==> src/rtl/bcd_pkg.sv <==
// Shared constants and the state type for the serial BCD adder.
package bcd_pkg;

   localparam int         BCD_W    = 4;
   localparam logic [3:0] BCD_MAX  = 4'd9;
   localparam logic [3:0] BCD_CORR = 4'd6;

   typedef enum logic [1:0] {
      IDLE,
      RUN,
      DONE
   } bcd_ser_state_t;

endpackage

==> src/rtl/bcd_digit_add.sv <==
// Single-digit BCD adder: binary sum of two digits and a carry, then decimal correction.
module bcd_digit_add
   import bcd_pkg::*;
(
   input  logic [3:0] a,
   input  logic [3:0] b,
   input  logic       cin,
   output logic [3:0] s,
   output logic       cout
);

   logic [4:0] t;

   always_comb begin
      t = {1'b0, a} + {1'b0, b} + {4'b0000, cin};
      s = t[3:0];
      cout = 1'b0;
      // Adding 6 in four bits skips the six unused codes and wraps back into 0..9.
      if (t > {1'b0, BCD_MAX}) begin
         s = t[3:0] + BCD_CORR;
         cout = 1'b1;
      end
   end

endmodule

==> src/rtl/bcd_serial_adder.sv <==
// Multi-digit BCD adder that processes one digit per clock, least significant first,
// behind a start/busy/done handshake.
module bcd_serial_adder
   import bcd_pkg::*;
#(
   parameter int DIGITS = 4
)
(
   input  logic                    clk,
   input  logic                    reset,
   input  logic                    start,
   input  logic [BCD_W*DIGITS-1:0] a,
   input  logic [BCD_W*DIGITS-1:0] b,
   input  logic                    carryIn,
   output logic                    busy,
   output logic                    done,
   output logic [BCD_W*DIGITS-1:0] sum,
   output logic                    carryOut,
   output logic                    invalid
);

   localparam int W     = BCD_W * DIGITS;
   localparam int CNT_W = $clog2(DIGITS + 1);

   bcd_ser_state_t state_q, state_d;
   logic [W-1:0]     a_sr_q, a_sr_d;
   logic [W-1:0]     b_sr_q, b_sr_d;
   logic [W-1:0]     sum_q, sum_d;
   logic [CNT_W-1:0] cnt_q, cnt_d;
   logic             carry_q, carry_d;
   logic             carry_out_q, carry_out_d;
   logic             invalid_q, invalid_d;
   logic             busy_q, busy_d;
   logic             done_q, done_d;

   logic [3:0] dig_s;
   logic       dig_cout;

   bcd_digit_add u_digit (
      .a    (a_sr_q[BCD_W-1:0]),
      .b    (b_sr_q[BCD_W-1:0]),
      .cin  (carry_q),
      .s    (dig_s),
      .cout (dig_cout)
   );

   always_comb begin
      state_d     = state_q;
      a_sr_d      = a_sr_q;
      b_sr_d      = b_sr_q;
      sum_d       = sum_q;
      cnt_d       = cnt_q;
      carry_d     = carry_q;
      carry_out_d = carry_out_q;
      invalid_d   = invalid_q;
      busy_d      = 1'b0;
      done_d      = 1'b0;

      unique case (state_q)
         IDLE, DONE: begin
            if (start) begin
               state_d     = RUN;
               a_sr_d      = a;
               b_sr_d      = b;
               carry_d     = carryIn;
               cnt_d       = '0;
               sum_d       = '0;
               carry_out_d = 1'b0;
               invalid_d   = 1'b0;
               busy_d      = 1'b1;
            end else begin
               state_d = IDLE;
            end
         end
         RUN: begin
            for (int i = 0; i < DIGITS; i++) begin
               if (cnt_q == CNT_W'(i)) begin
                  sum_d[i*BCD_W +: BCD_W] = dig_s;
               end
            end
            // Invalid digits are detected as they pass through the adder.
            invalid_d = invalid_q | (a_sr_q[BCD_W-1:0] > BCD_MAX)
                                  | (b_sr_q[BCD_W-1:0] > BCD_MAX);
            carry_d   = dig_cout;
            a_sr_d    = a_sr_q >> BCD_W;
            b_sr_d    = b_sr_q >> BCD_W;
            cnt_d     = CNT_W'(cnt_q + 1'b1);
            if (cnt_q == CNT_W'(DIGITS - 1)) begin
               state_d     = DONE;
               carry_out_d = dig_cout;
               done_d      = 1'b1;
            end else begin
               busy_d = 1'b1;
            end
         end
         default: begin
            state_d = IDLE;
         end
      endcase
   end

   always_ff @(posedge clk) begin
      if (reset) begin
         state_q     <= IDLE;
         a_sr_q      <= '0;
         b_sr_q      <= '0;
         sum_q       <= '0;
         cnt_q       <= '0;
         carry_q     <= 1'b0;
         carry_out_q <= 1'b0;
         invalid_q   <= 1'b0;
         busy_q      <= 1'b0;
         done_q      <= 1'b0;
      end else begin
         state_q     <= state_d;
         a_sr_q      <= a_sr_d;
         b_sr_q      <= b_sr_d;
         sum_q       <= sum_d;
         cnt_q       <= cnt_d;
         carry_q     <= carry_d;
         carry_out_q <= carry_out_d;
         invalid_q   <= invalid_d;
         busy_q      <= busy_d;
         done_q      <= done_d;
      end
   end

   assign busy     = busy_q;
   assign done     = done_q;
   assign sum      = sum_q;
   assign carryOut = carry_out_q;
   assign invalid  = invalid_q;

endmodule

==> config.mk <==
export PLATFORM = sky130hd
export DESIGN_NAME = bcd_serial_adder
export DESIGN_NICKNAME = d
export VERILOG_FILES = /design/src/rtl/bcd_pkg.sv /design/src/rtl/bcd_digit_add.sv /design/src/rtl/bcd_serial_adder.sv
export SDC_FILE = /design/constraint.sdc
export NUM_CORES = 1
export LEC_CHECK = 0
export CORE_UTILIZATION = 40
export CTS_CLUSTER_SIZE = 28
export DETAILED_ROUTE_END_ITERATION = 8
export GPL_TIMING_DRIVEN = 1
export PLACE_DENSITY = 0.68
export SYNTH_ARGS = -nofsm -noshare
export SYNTH_HDL_FRONTEND = slang
export SYNTH_HIERARCHICAL = 1
export SYNTH_SLANG_ARGS = --single-unit
==> constraint.sdc <==
create_clock -name clk -period 2.6 [get_ports clk]
set_input_delay 0.52 -clock clk [delete_from_list [all_inputs] [get_ports clk]]
set_output_delay 0.52 -clock clk [all_outputs]
set_load 0.01 [all_outputs]
==> results of run 1 <==
state kept, by name (all words and copies together), names as in the netlist:
register and flops:
a_sr_q 16, b_sr_q 16, busy 1, carryOut 1, carry_q 1, cnt_q 3, done 1, invalid 1
state_q 2, sum 16
stage by stage:
step	power, uW	std cells	util	hold WS (ns)
2_1_floorplan	1340	294	-	0.448
3_3_place_gp	1480	413	0.507	0.443
3_5_place_dp	1490	413	0.507	0.451
4_1_cts	2310	431	0.543	0.460
5_1_grt	2440	432	0.547	0.493
6_report	2310	432	0.547	0.467
what timing repair did:
action                                  CTS  global route
endpoints found under the setup margin   13            13
gates resized for setup                   8             4
buffers inserted                          2             1
pin swaps                                 6             6
cell usage in the layout (no fill, tap or decap), types with 2 or more instances in the layout:
cell             instances
and4bb_2                 3
dfxtp_1                 56
ha_1                     8
nor2_1                   5
nand2b_1                 2
clkbuf_8                12
inv_1                    4
clkbuf_1                 2
nand3_1                 42
o21ai_0                  2
buf_4                   14
nor3_2                  20
o22ai_1                 25
clkinv_2                 2
a21oi_1                 31
dfxtp_2                  2
clkdlybuf4s50_1         54
nand2_1                 17
fa_2                     2
nand4bb_1                3
nor3_1                  28
power by group through the flow:
stage          clock network, uW  logic (uW)  registers, uW
3_5_place_dp                   0         491           1000
4_1_cts                      785         539            985
5_1_grt                      835         613            991
6_report                     764         564            985
3_3_place_gp                   0         484           1000
2_1_floorplan                  0         342            994
area by class of cell:
type / instances / area (um2) / share of cell area
multi-input combinational: 206 / 1390 / 0.396
timing repair buffer: 70 / 662 / 0.188
clock buffer: 14 / 173 / 0.0491
inverter: 5 / 18.8 / 0.00534
tap: 77 / 96.3 / 0.0274
sequential: 58 / 1160 / 0.331
clock inverter: 2 / 10.0 / 0.00285
worst max-delay path, stage by stage (launching register included):
cell and delay [ns]:
dfxtp_2 0.33, fa_2 0.39, fa_2 0.40, xnor2_4 0.16
ha_4 0.18, a31o_4 0.22, o31ai_4 0.25, mux2i_2 0.35
nand3_1 0.14, a21oi_2 0.13
kinds of logic after synthesis:
kind of cell,Yosys count,synth area share
AO/OA/AOI/OAI,66,0.148
XOR/XNOR,2,0.00653
adder cells (fa/ha/maj),11,0.0569
buffers and inverters,30,0.0691
flip-flops,58,0.433
multiplexers,1,0.00373
AND/OR/NAND/NOR,126,0.282
per-layer routing:
| layer | vias up | GRT usage |
|---|---|---|
| met5 | - | 0 |
| met4 | 0 | 0.0831 |
| met3 | 11 | 0.0534 |
| met2 | 54 | 0.298 |
| met1 | 1146 | 0.265 |
| li1 | 1183 | - |
worst min-delay path by stage:
stage	start	endpoint	slack (ns)	cells after the start
after detailed placement	invalid	invalid	0.45	2
final	sum[4]	sum[4]	0.47	2
after global placement	invalid	invalid	0.44	2
after floorplan	a_sr_q[12]	a_sr_q[12]	0.45	2
after global routing	sum[5]	sum[5]	0.49	2
after CTS	invalid	invalid	0.46	2
==> impl_metrics.py, run 1 <==
metrics = {
    "synthesis": {
        "ys_ff_latch": 58,
        "syn_inst": 294,
        "ys_types": 33,
        "synth_area_per_cell_um2": 9.12,
        "ys_async_sr_fraction": 0,
        "synth.most_common_cell": "dfxtp_1",
        "ys_seq_area_frac": 0.433,
        "synthFlopType": "dfxtp_1",
        "synth_warnings": 6,
        "syn-cell-area_um2": 2680,
        "synth_top_cell_by_area": "dfxtp_1",
        "syn-num-nets": 341,
        "synthTopCellsByArea": "dfxtp_1, nand3_1, nor3_2",
        "post-synth-top-area-fraction": 0.433,
        "synth_common_cells": "dfxtp_1, nand3_1, a21oi_1",
        "synth_edf_count": 0,
    },
    "timing": {
        "max_freq_mhz": 381,
        "grt_setup_unrepaired": "yes",
        "slew_headroom": 0.491,
        "fin_crit_sh": 1.01,
        "tightest_slew_ns": 0.763,
        "final.setup.tns_ns": -0.0224,
        "slew_violations": 0,
        "period_needed_ns": 2.62,
        "finalClockSkew_ns": 0.00708,
        "setup_violations": 1,
        "fin_ws_ns": -0.0224,
        "hold_violations": 0,
    },
    "worst_setup_path": {
        "ff2ff_path_depth": 9,
        "cp.required_ns": 2.86,
        "r2r_start": "a_sr_q[0]",
        "r2r_end": "sum[14]",
        "cp-start-kind": "register",
        "cp_max_fo": 4,
        "crit_type": "reg -> reg",
        "critPathArrivalTime_ns": 2.89,
        "endpoint": "sum[14]",
        "cp-end-kind": "register",
        "crit_start": "a_sr_q[0]",
        "ff2ff_setup_slack_ns": -0.02,
    },
    "clock_tree": {
        "clock_latency_ns": 0.33,
        "cts_buffers": 9,
        "cts_root_buf": "clkbuf_8",
        "hold_buffers": 0,
        "h-tree-depth": 3,
        "cts_buffer_depth": 2,
        "cts_tree": "yes",
        "clkSinkCount": 58,
        "clkTransAtPathRegs_ns": 0.06,
    },
    "cells_and_area": {
        "final_area_um2": 3520,
        "fin_nets": 397,
        "num_antenna_cells": 0,
        "drive_above_1_share": 0.189,
        "n_fill_cell": 580,
        "syn2layout_area_growth_pct": 31.1,
    },
    "power": {
        "p_sw_uw": 672,
        "p_int_uw": 1640,
        "powerDensity_nw_per_um2": 658,
        "p_leak_uw": 0.00123,
        "vdd_ir_drop_max_mv": 0.310,
        "p_comb_frac": 0.244,
        "p_seq_frac": 0.426,
        "clkPwrFrac": 0.330,
        "p_sw_frac": 0.291,
    },
    "routing": {
        "viasPerCell": 5.54,
        "drtIter0Drc": 209,
        "route.met3.wl_um": 308,
        "drc": 4,
        "wl_per_cell_um": 15.2,
        "dr_wl_met2_mm": 2.99,
        "wirelength_mm": 6.56,
        "routed.top_layer": "met4",
        "met1_length_mm": 3.14,
        "vias": 2394,
        "dr.pass1.iters": 6,
        "ant_nets": 0,
    },
    "placed_design": {
        "dp_hpwl_mm": 4.21,
        "placed_area_um2": 3260,
        "portBuffers": 55,
        "gp_congestion": 0.833,
        "preCtsSetupSlack_ns": -0.137,
    },
    "global_route": {
        "grt_pass1_vias": 2283,
        "grt_pass1_wl_mm": 11.0,
        "overflow": 0,
        "grt_use_total": 0.197,
        "grt_max_degree": 59,
        "grt_antenna_before_repair": 0,
    },
    "floorplanning": {
        "core_area_um2": 6420,
        "die_y_um": 83.9,
        "row_count": 29,
        "chipWidth_um": 83.9,
        "fp.dieArea_um2": 7040,
        "start_util": 0.417,
        "num_io_pins": 56,
    },
    "outcome": {
        "violations": "design-rule violations, negative setup slack",
        "status": "finished with violations",
    },
    "job": {
        "max_cap_viol_count": 0,
    },
    "hold_path": {
        "hold_path.class": "reg -> reg",
    },
}
No activity file was read; power rests on OpenSTA's default activity.
==> inputs of run 2 (changes only) <==
Settings changed: CELL_PAD_IN_SITES_DETAIL_PLACEMENT set to 1, CELL_PAD_IN_SITES_GLOBAL_PLACEMENT set to 2, CORE_UTILIZATION 40 to 30, PLACE_DENSITY 0.68 to 0.78.
Clock period 2.6 ns to 2.7 ns, I/O delays scaled along.
==> run 2 against run 1 <==
  * The flow now finishes without violations
  * Utilization down 14 points
  * Sequential power is 3.9% lower
  * Combinational power fell by 5.7%
  * Sequential share of layout area shrank 0.59 points
  * First-iteration DRC count is 67% lower
  * Design area grew 1.7%
  * Critical endpoint is now sum[6]
==> impl_metrics.py, run 2 (synthesis gave the netlist of run 1 again) <==
metrics = {
    "outcome": {
        "status": "finished, final reports clean",
    },
    "timing": {
        "tightest_slew_ns": 0.572,
        "final.setup.tns_ns": 0,
        "setup_violations": 0,
        "fin_crit_sh": 0.980,
        "fin_ws_ns": 0.0543,
        "finalClockSkew_ns": 0.0123,
        "period_needed_ns": 2.65,
        "slew_headroom": 0.619,
        "slew_violations": 0,
        "max_freq_mhz": 378,
        "hold_violations": 0,
        "grt_setup_unrepaired": "yes",
    },
    "placed_design": {
        "portBuffers": 55,
        "preCtsSetupSlack_ns": -0.130,
        "dp_hpwl_mm": 5.05,
        "gp_congestion": 0.728,
    },
    "worst_setup_path": {
        "crit_start": "a_sr_q[0]",
        "ff2ff_path_depth": 9,
        "path_cells": "fa_2, fa_2, inv_1, ha_2, a31o_1, o31ai_4, mux2i_4, nand3_1, a21oi_1",
        "r2r_start": "a_sr_q[0]",
        "critPathArrivalTime_ns": 2.91,
        "cp-start-kind": "register",
        "max_stage_delay_ns": 0.52,
        "cp.required_ns": 2.97,
        "endpoint": "sum[6]",
        "cp-end-kind": "register",
        "crit_type": "reg -> reg",
        "r2r_end": "sum[6]",
        "slowest_stage": "fa_2",
        "ff2ff_setup_slack_ns": 0.05,
        "cp_max_fo": 4,
        "critPathMostFrequentCell": "fa_2",
    },
    "routing": {
        "wl_per_cell_um": 15.9,
        "vias": 2383,
        "drtIter0Drc": 69,
        "ant_nets": 0,
        "dr.pass1.iters": 4,
        "viasPerCell": 5.15,
        "drc": 0,
        "wirelength_mm": 7.38,
    },
    "floorplanning": {
        "core_area_um2": 8680,
        "start_util": 0.309,
        "row_count": 34,
        "fp.dieArea_um2": 9320,
        "die_y_um": 96.5,
        "num_io_pins": 56,
        "chipWidth_um": 96.5,
    },
    "global_route": {
        "grt_max_degree": 34,
        "grt_antenna_before_repair": 0,
        "grt_pass1_wl_mm": 12.0,
        "grt_use_total": 0.172,
        "grt_pass1_vias": 2395,
        "overflow": 0,
    },
    "power": {
        "clkPwrFrac": 0.360,
        "powerDensity_nw_per_um2": 647,
        "vdd_ir_drop_max_mv": 0.235,
        "p_seq_frac": 0.410,
        "p_sw_frac": 0.293,
        "p_sw_uw": 678,
        "p_leak_uw": 0.00124,
        "p_comb_frac": 0.230,
        "p_int_uw": 1630,
    },
    "cells_and_area": {
        "final_common_cell": "dfxtp_1",
        "syn2layout_area_growth_pct": 33.4,
        "fin_nets": 397,
        "num_antenna_cells": 0,
        "final_cell_mix": "dfxtp_1, clkdlybuf4s50_1, nand3_1",
        "drive_above_1_share": 0.183,
    },
    "clock_tree": {
        "cts_tree": "yes",
        "clkSinkCount": 58,
        "h-tree-depth": 3,
        "cts_root_buf": "clkbuf_8",
        "hold_buffers": 0,
        "clkTransAtPathRegs_ns": 0.07,
        "clock_latency_ns": 0.35,
        "cts_buffer_depth": 2,
        "cts_buffers": 9,
    },
    "job": {
        "max_cap_viol_count": 0,
    },
    "hold_path": {
        "hold_path.class": "reg -> reg",
    },
}
-- run 2: how the worst min path moves through the flow --
stage	startpoint	endpoint	depth (start not counted)
2_1_floorplan	a_sr_q[12]	a_sr_q[12]	2
6_report	invalid	invalid	2
4_1_cts	invalid	invalid	2
5_1_grt	invalid	invalid	2
3_5_place_dp	invalid	invalid	2
3_3_place_gp	invalid	invalid	2
-- run 2: metal layers --
metal  routed length, um  GRT usage
met2                3420      0.276
met3                 366     0.0556
met1                3480      0.220
met4                 109     0.0478
met5                   0          0
-- run 2: layout make-up --
class / instances / area, um2
inverter: 5 / 18.8
multi-input combinational: 206 / 1370
timing repair buffer: 70 / 687
clock inverter: 5 / 52.6
fill: 1032 / 5100
tap: 108 / 135
clock buffer: 11 / 151
sequential: 58 / 1160
-- run 2: metrics by stage --
stage / cells / hold WS (ns) / instance area [um2] / util / total power, uW
finish: 463 / 0.456 / 3580 / 0.412 / 2310
global route: 463 / 0.489 / 3580 / 0.412 / 2430
CTS: 462 / 0.465 / 3550 / 0.409 / 2310
detailed placement: 446 / 0.456 / 3330 / 0.384 / 1450
global placement: 446 / 0.444 / 3330 / 0.384 / 1440
floorplan: 294 / 0.448 / 2680 / - / 1280
-- run 2: power by group through the flow --
stage | registers, uW | clock network (uW) | logic [uW]
2_1_floorplan | 957 | 0 | 321
5_1_grt | 955 | 900 | 579
4_1_cts | 948 | 852 | 511
6_report | 947 | 833 | 532
3_5_place_dp | 967 | 0 | 487
3_3_place_gp | 964 | 0 | 478
-- run 2: what timing repair did --
| item | in CTS | in global routing |
|---|---|---|
| pin swaps | 1 | 0 |
| buffers inserted | 0 | 1 |
| resized for setup | 5 | 4 |
| endpoints found under the setup margin | 10 | 10 |
-- run 2: critical path: cells and delay by family, from the launching register on --
family,cells,cell delay (ns)
AO/OA/AOI/OAI,3,0.65
adder cells (fa/ha/maj),3,1.09
buffers and inverters,1,0.05
flip-flops,1,0.33
multiplexers,1,0.34
AND/OR/NAND/NOR,1,0.10
==> inputs of run 3 (changes only) <==
Settings changed: HOLD_SLACK_MARGIN set to 0.08.
==> results of run 3 <==
The final DEF is identical to that of run 2; final timing and power are the same.
==> variant 1, RTL diff (settings of run 2) <==
Register the output `sum` once more, without a reset; this adds one clock of latency there. The other outputs are not delayed to match.
--- a/src/rtl/bcd_serial_adder.sv
+++ b/src/rtl/bcd_serial_adder.sv
@@ -128,5 +128,7 @@
    assign busy     = busy_q;
    assign done     = done_q;
-   assign sum      = sum_q;
+   always_ff @(posedge clk) begin
+      sum <= sum_q;
+   end
    assign carryOut = carry_out_q;
    assign invalid  = invalid_q;
Check against the original RTL: not equivalent (a bounded check fails within 4 cycles, from zero or initial values and one cycle with reset high).
==> variant 1 against run 2 <==
- sequential share of layout area up 5.4 points
- count of clock-buffer cells in the layout down 2
- wire length down 3.3%
- total power up 12%
- setup slack worse by 3.5 ps
- area after synthesis up 11%
- cell area up 9.3%
- non-clock buffer count down 2
- sequential cell count up 16
- largest cell class is now sequential cells
==> variant 1: results (changes against run 2) <==
Synthesis
  • Post-Synth XOR/XNOR Area: 0.00590 (was 0.00653)
  • Top cells by area, synth: dfxtp_1 50%, nand2_1 7.7%, a311oi_1 7.4% (was dfxtp_1 43%, nand3_1 7.8%, nor3_2 7.5%)
  • Synth unique cells: 28 (was 33)
  • Mux contribution to synthesized area: 0.0135 (was 0.00373)
  • Mapped Cells: 329 (was 294)
  • Post-synthesis adder-cell area fraction: 0.0514 (was 0.0569)
  • Seq/Total Area, Yosys: 0.499 (was 0.433)
  • Most common library cells after synthesis: 74 x dfxtp_1, 61 x nand2_1, 30 x nor2_1 (was 58 x dfxtp_1, 42 x nand3_1, 32 x a21oi_1)

Finish
  • Seq/total area: 0.379 (was 0.325)
  • Register area: 1480 um^2 (was 1160 um^2)
  • Fin nets: 430 (was 397)
  • Multi-input gate share of the layout cell area: 0.345 (was 0.383)
  • Number of non-clock inverters in the layout: 14 (was 5)
  • Signal buffers: 68 (was 70)
  • Layout cell share with drive strength beyond 1: 0.111 (was 0.183)
  • Clock buf count: 9 (was 11)
  • Fillers: 1095 (was 1032)
  • Non-filler cells, final: 516 (was 463)

Clocking
  • Post_cts resized: 2 (was 5)

Worst hold path
  • HP Start: sum_q[0] (was invalid)
  • Hold depth: 0 (was 2)
  • Worst Hold End: sum[0] (was invalid)

Timing
  • Worst Tran Pin Value: 706 ps (was 572 ps)
  • Hold WS: 356 ps (was 456 ps)

Worst setup path
  • CP peak stage delay: 560 ps (was 520 ps)
  • Reg2reg end: sum_q[2] (was sum[6])
  • Reg2reg start: carry_q (was a_sr_q[0])

Global route
  • First-pass GRT wire length: 11900 um (was 12000 um)
  • Met3 usage: 0.0414 (was 0.0556)
  • Met1 usage: 0.174 (was 0.220)
  • GRT Overall Usage: 0.151 (was 0.172)

Placement
  • Placed Instances: 499 (was 446)
  • Setup slack at placement: -80.9 ps (was -130 ps)
  • HPWL Detailed: 5080 um (was 5050 um)

Detailed routing
  • Met3 wire length: 310 um (was 366 um)
  • Total Wirelength: 7140 um (was 7380 um)
  • Met1 Wirelength: 3270 um (was 3480 um)
  • Met2 Wirelength: 3400 um (was 3420 um)

Pwr
  • VDD IR max: 0.000247 V (was 0.000235 V)
  • Static Leak: 1.42 nW (was 1.24 nW)

Status
  • Status: finished clean (unchanged)

Floorplan
  • Core Region: 9420 um^2 (was 8680 um^2)
## variant 1: changes by cell type in the layout (fill, tap and decap cells not counted), sizes merged, moves of 9 or more
| cell | run 2 | this run |
|---|---|---|
| o32ai | 0 | 12 |
| o22ai | 25 | 1 |
| nor2 | 5 | 30 |
| nor3 | 48 | 0 |
| inv | 5 | 14 |
| nand3 | 42 | 25 |
| a21oi | 32 | 20 |
| nand2b | 3 | 12 |
| dfxtp | 58 | 74 |
| nand2 | 17 | 61 |
| a311oi | 1 | 25 |
## variant 1: worst max path at each step
stage          depth (start not counted)   endpoint  slack, ps
4_1_cts                                9   sum_q[6]         20
5_1_grt                                9   sum_q[2]        -60
3_5_place_dp                           9   sum_q[6]        -80
3_3_place_gp                           9  sum_q[11]          8
2_1_floorplan                          9   sum_q[6]         90
6_report                               9   sum_q[2]         50
==> variant 2, RTL diff (settings of run 2) <==
Without the edit above. `BCD_MAX`: 4'd9 -> 4'd4.
--- a/src/rtl/bcd_pkg.sv
+++ b/src/rtl/bcd_pkg.sv
@@ -3,5 +3,5 @@
 
    localparam int         BCD_W    = 4;
-   localparam logic [3:0] BCD_MAX  = 4'd9;
+   localparam logic [3:0] BCD_MAX  = 4'd4;
    localparam logic [3:0] BCD_CORR = 4'd6;
 
Formal check against the unedited RTL: not equivalent (a bounded check fails within 4 cycles, from zero or initial values and one cycle with reset high).
==> variant 2 against run 2 <==
- critical path type unchanged
- area after synthesis fell by 1.1%
- largest power group unchanged
- wire length decreased by 0.22%
- sequential power grew 2%
- clock power up 7.3%
- highest routed layer unchanged
- sequential cell count is the same
- critical endpoint is now sum[11]
- cell area fell by 1.3%
- total power increased by 2.9%
- largest cell class unchanged
- setup slack improved by 170 ps
==> variant 2: results (changes against run 2) <==
Synthesis
  • Top cells by area, synth: dfxtp_1 44%, nor3_1 9.2%, o22ai_1 5.4% (was dfxtp_1 43%, nand3_1 7.8%, nor3_2 7.5%)
  • Most common library cells after synthesis: 58 x dfxtp_1, 49 x nor3_1, 24 x nand3_1 (was 58 x dfxtp_1, 42 x nand3_1, 32 x a21oi_1)
  • Synth unique cells: 31 (was 33)
  • Post-synthesis adder-cell area fraction: 0.0575 (was 0.0569)
  • Post-Synth XOR/XNOR Area: 0.00991 (was 0.00653)
  • Net Count, Synth: 353 (was 341)
  • Mux contribution to synthesized area: 0.0491 (was 0.00373)

Pwr
  • Static Leak: 1.31 nW (was 1.24 nW)
  • VDD IR max: 0.000229 V (was 0.000235 V)
  • Pwr dens: 674 nW/um^2 (was 647 nW/um^2)

Global route
  • Pin count of the biggest net entering global routing: 41 (was 34)
  • Met3 usage: 0.0474 (was 0.0556)
  • First-pass GRT wire length: 12500 um (was 12000 um)
  • GRT Overall Usage: 0.182 (was 0.172)

Placement
  • Placed Instances: 449 (was 446)
  • Final Wtd Congestion: 0.719 (was 0.728)

Detailed routing
  • WL/cell: 15.8 um (was 15.9 um)
  • Via count: 2370 (was 2383)

Finish
  • Area of the multi-input gates: 1340 um^2 (was 1370 um^2)
  • Fin nets: 402 (was 397)
  • Fillers: 1002 (was 1032)
  • Clock-cell share: 0.0621 (was 0.0570)
  • Layout non-clock buf frac: 0.180 (was 0.192)
  • Seq/total area: 0.329 (was 0.325)

Status
  • Status: finished clean (unchanged)

Timing
  • Max-slew headroom: 0.478 (was 0.619)

Worst setup path
  • Worst Path Max Fanout: 5 (was 4)
## variant 2: cell types whose count changed after synthesis, sizes merged, moves of 2 or more
cell,run 2,this run
o21ai,2,4
nand2b,3,16
a21o,2,0
nand3b,1,5
o22ai,25,23
nand4bb,3,0
mux2i,1,13
and4bb,3,0
nand3,42,24
nor2b,2,4
a31oi,0,2
a21oi,32,24
inv,5,12
nor2,5,9
## variant 2: final timing paths
kind                                  from          to  slack (ps)  depth (start not counted)
worst max register to register   a_sr_q[0]     sum[11]         220                         11
worst max-delay path             a_sr_q[0]     sum[11]         220                         11
worst min-delay path            a_sr_q[12]  a_sr_q[12]         480                          2
worst min register to register  a_sr_q[12]  a_sr_q[12]         480                          2
## variant 2: report_power, final
group / internal [W] / leakage [nW] / switching (W)
Clock: 0.000542 / 0.109 / 0.000352
Sequential: 0.000920 / 0.476 / 0.0000424
Combinational: 0.000244 / 0.721 / 0.000280
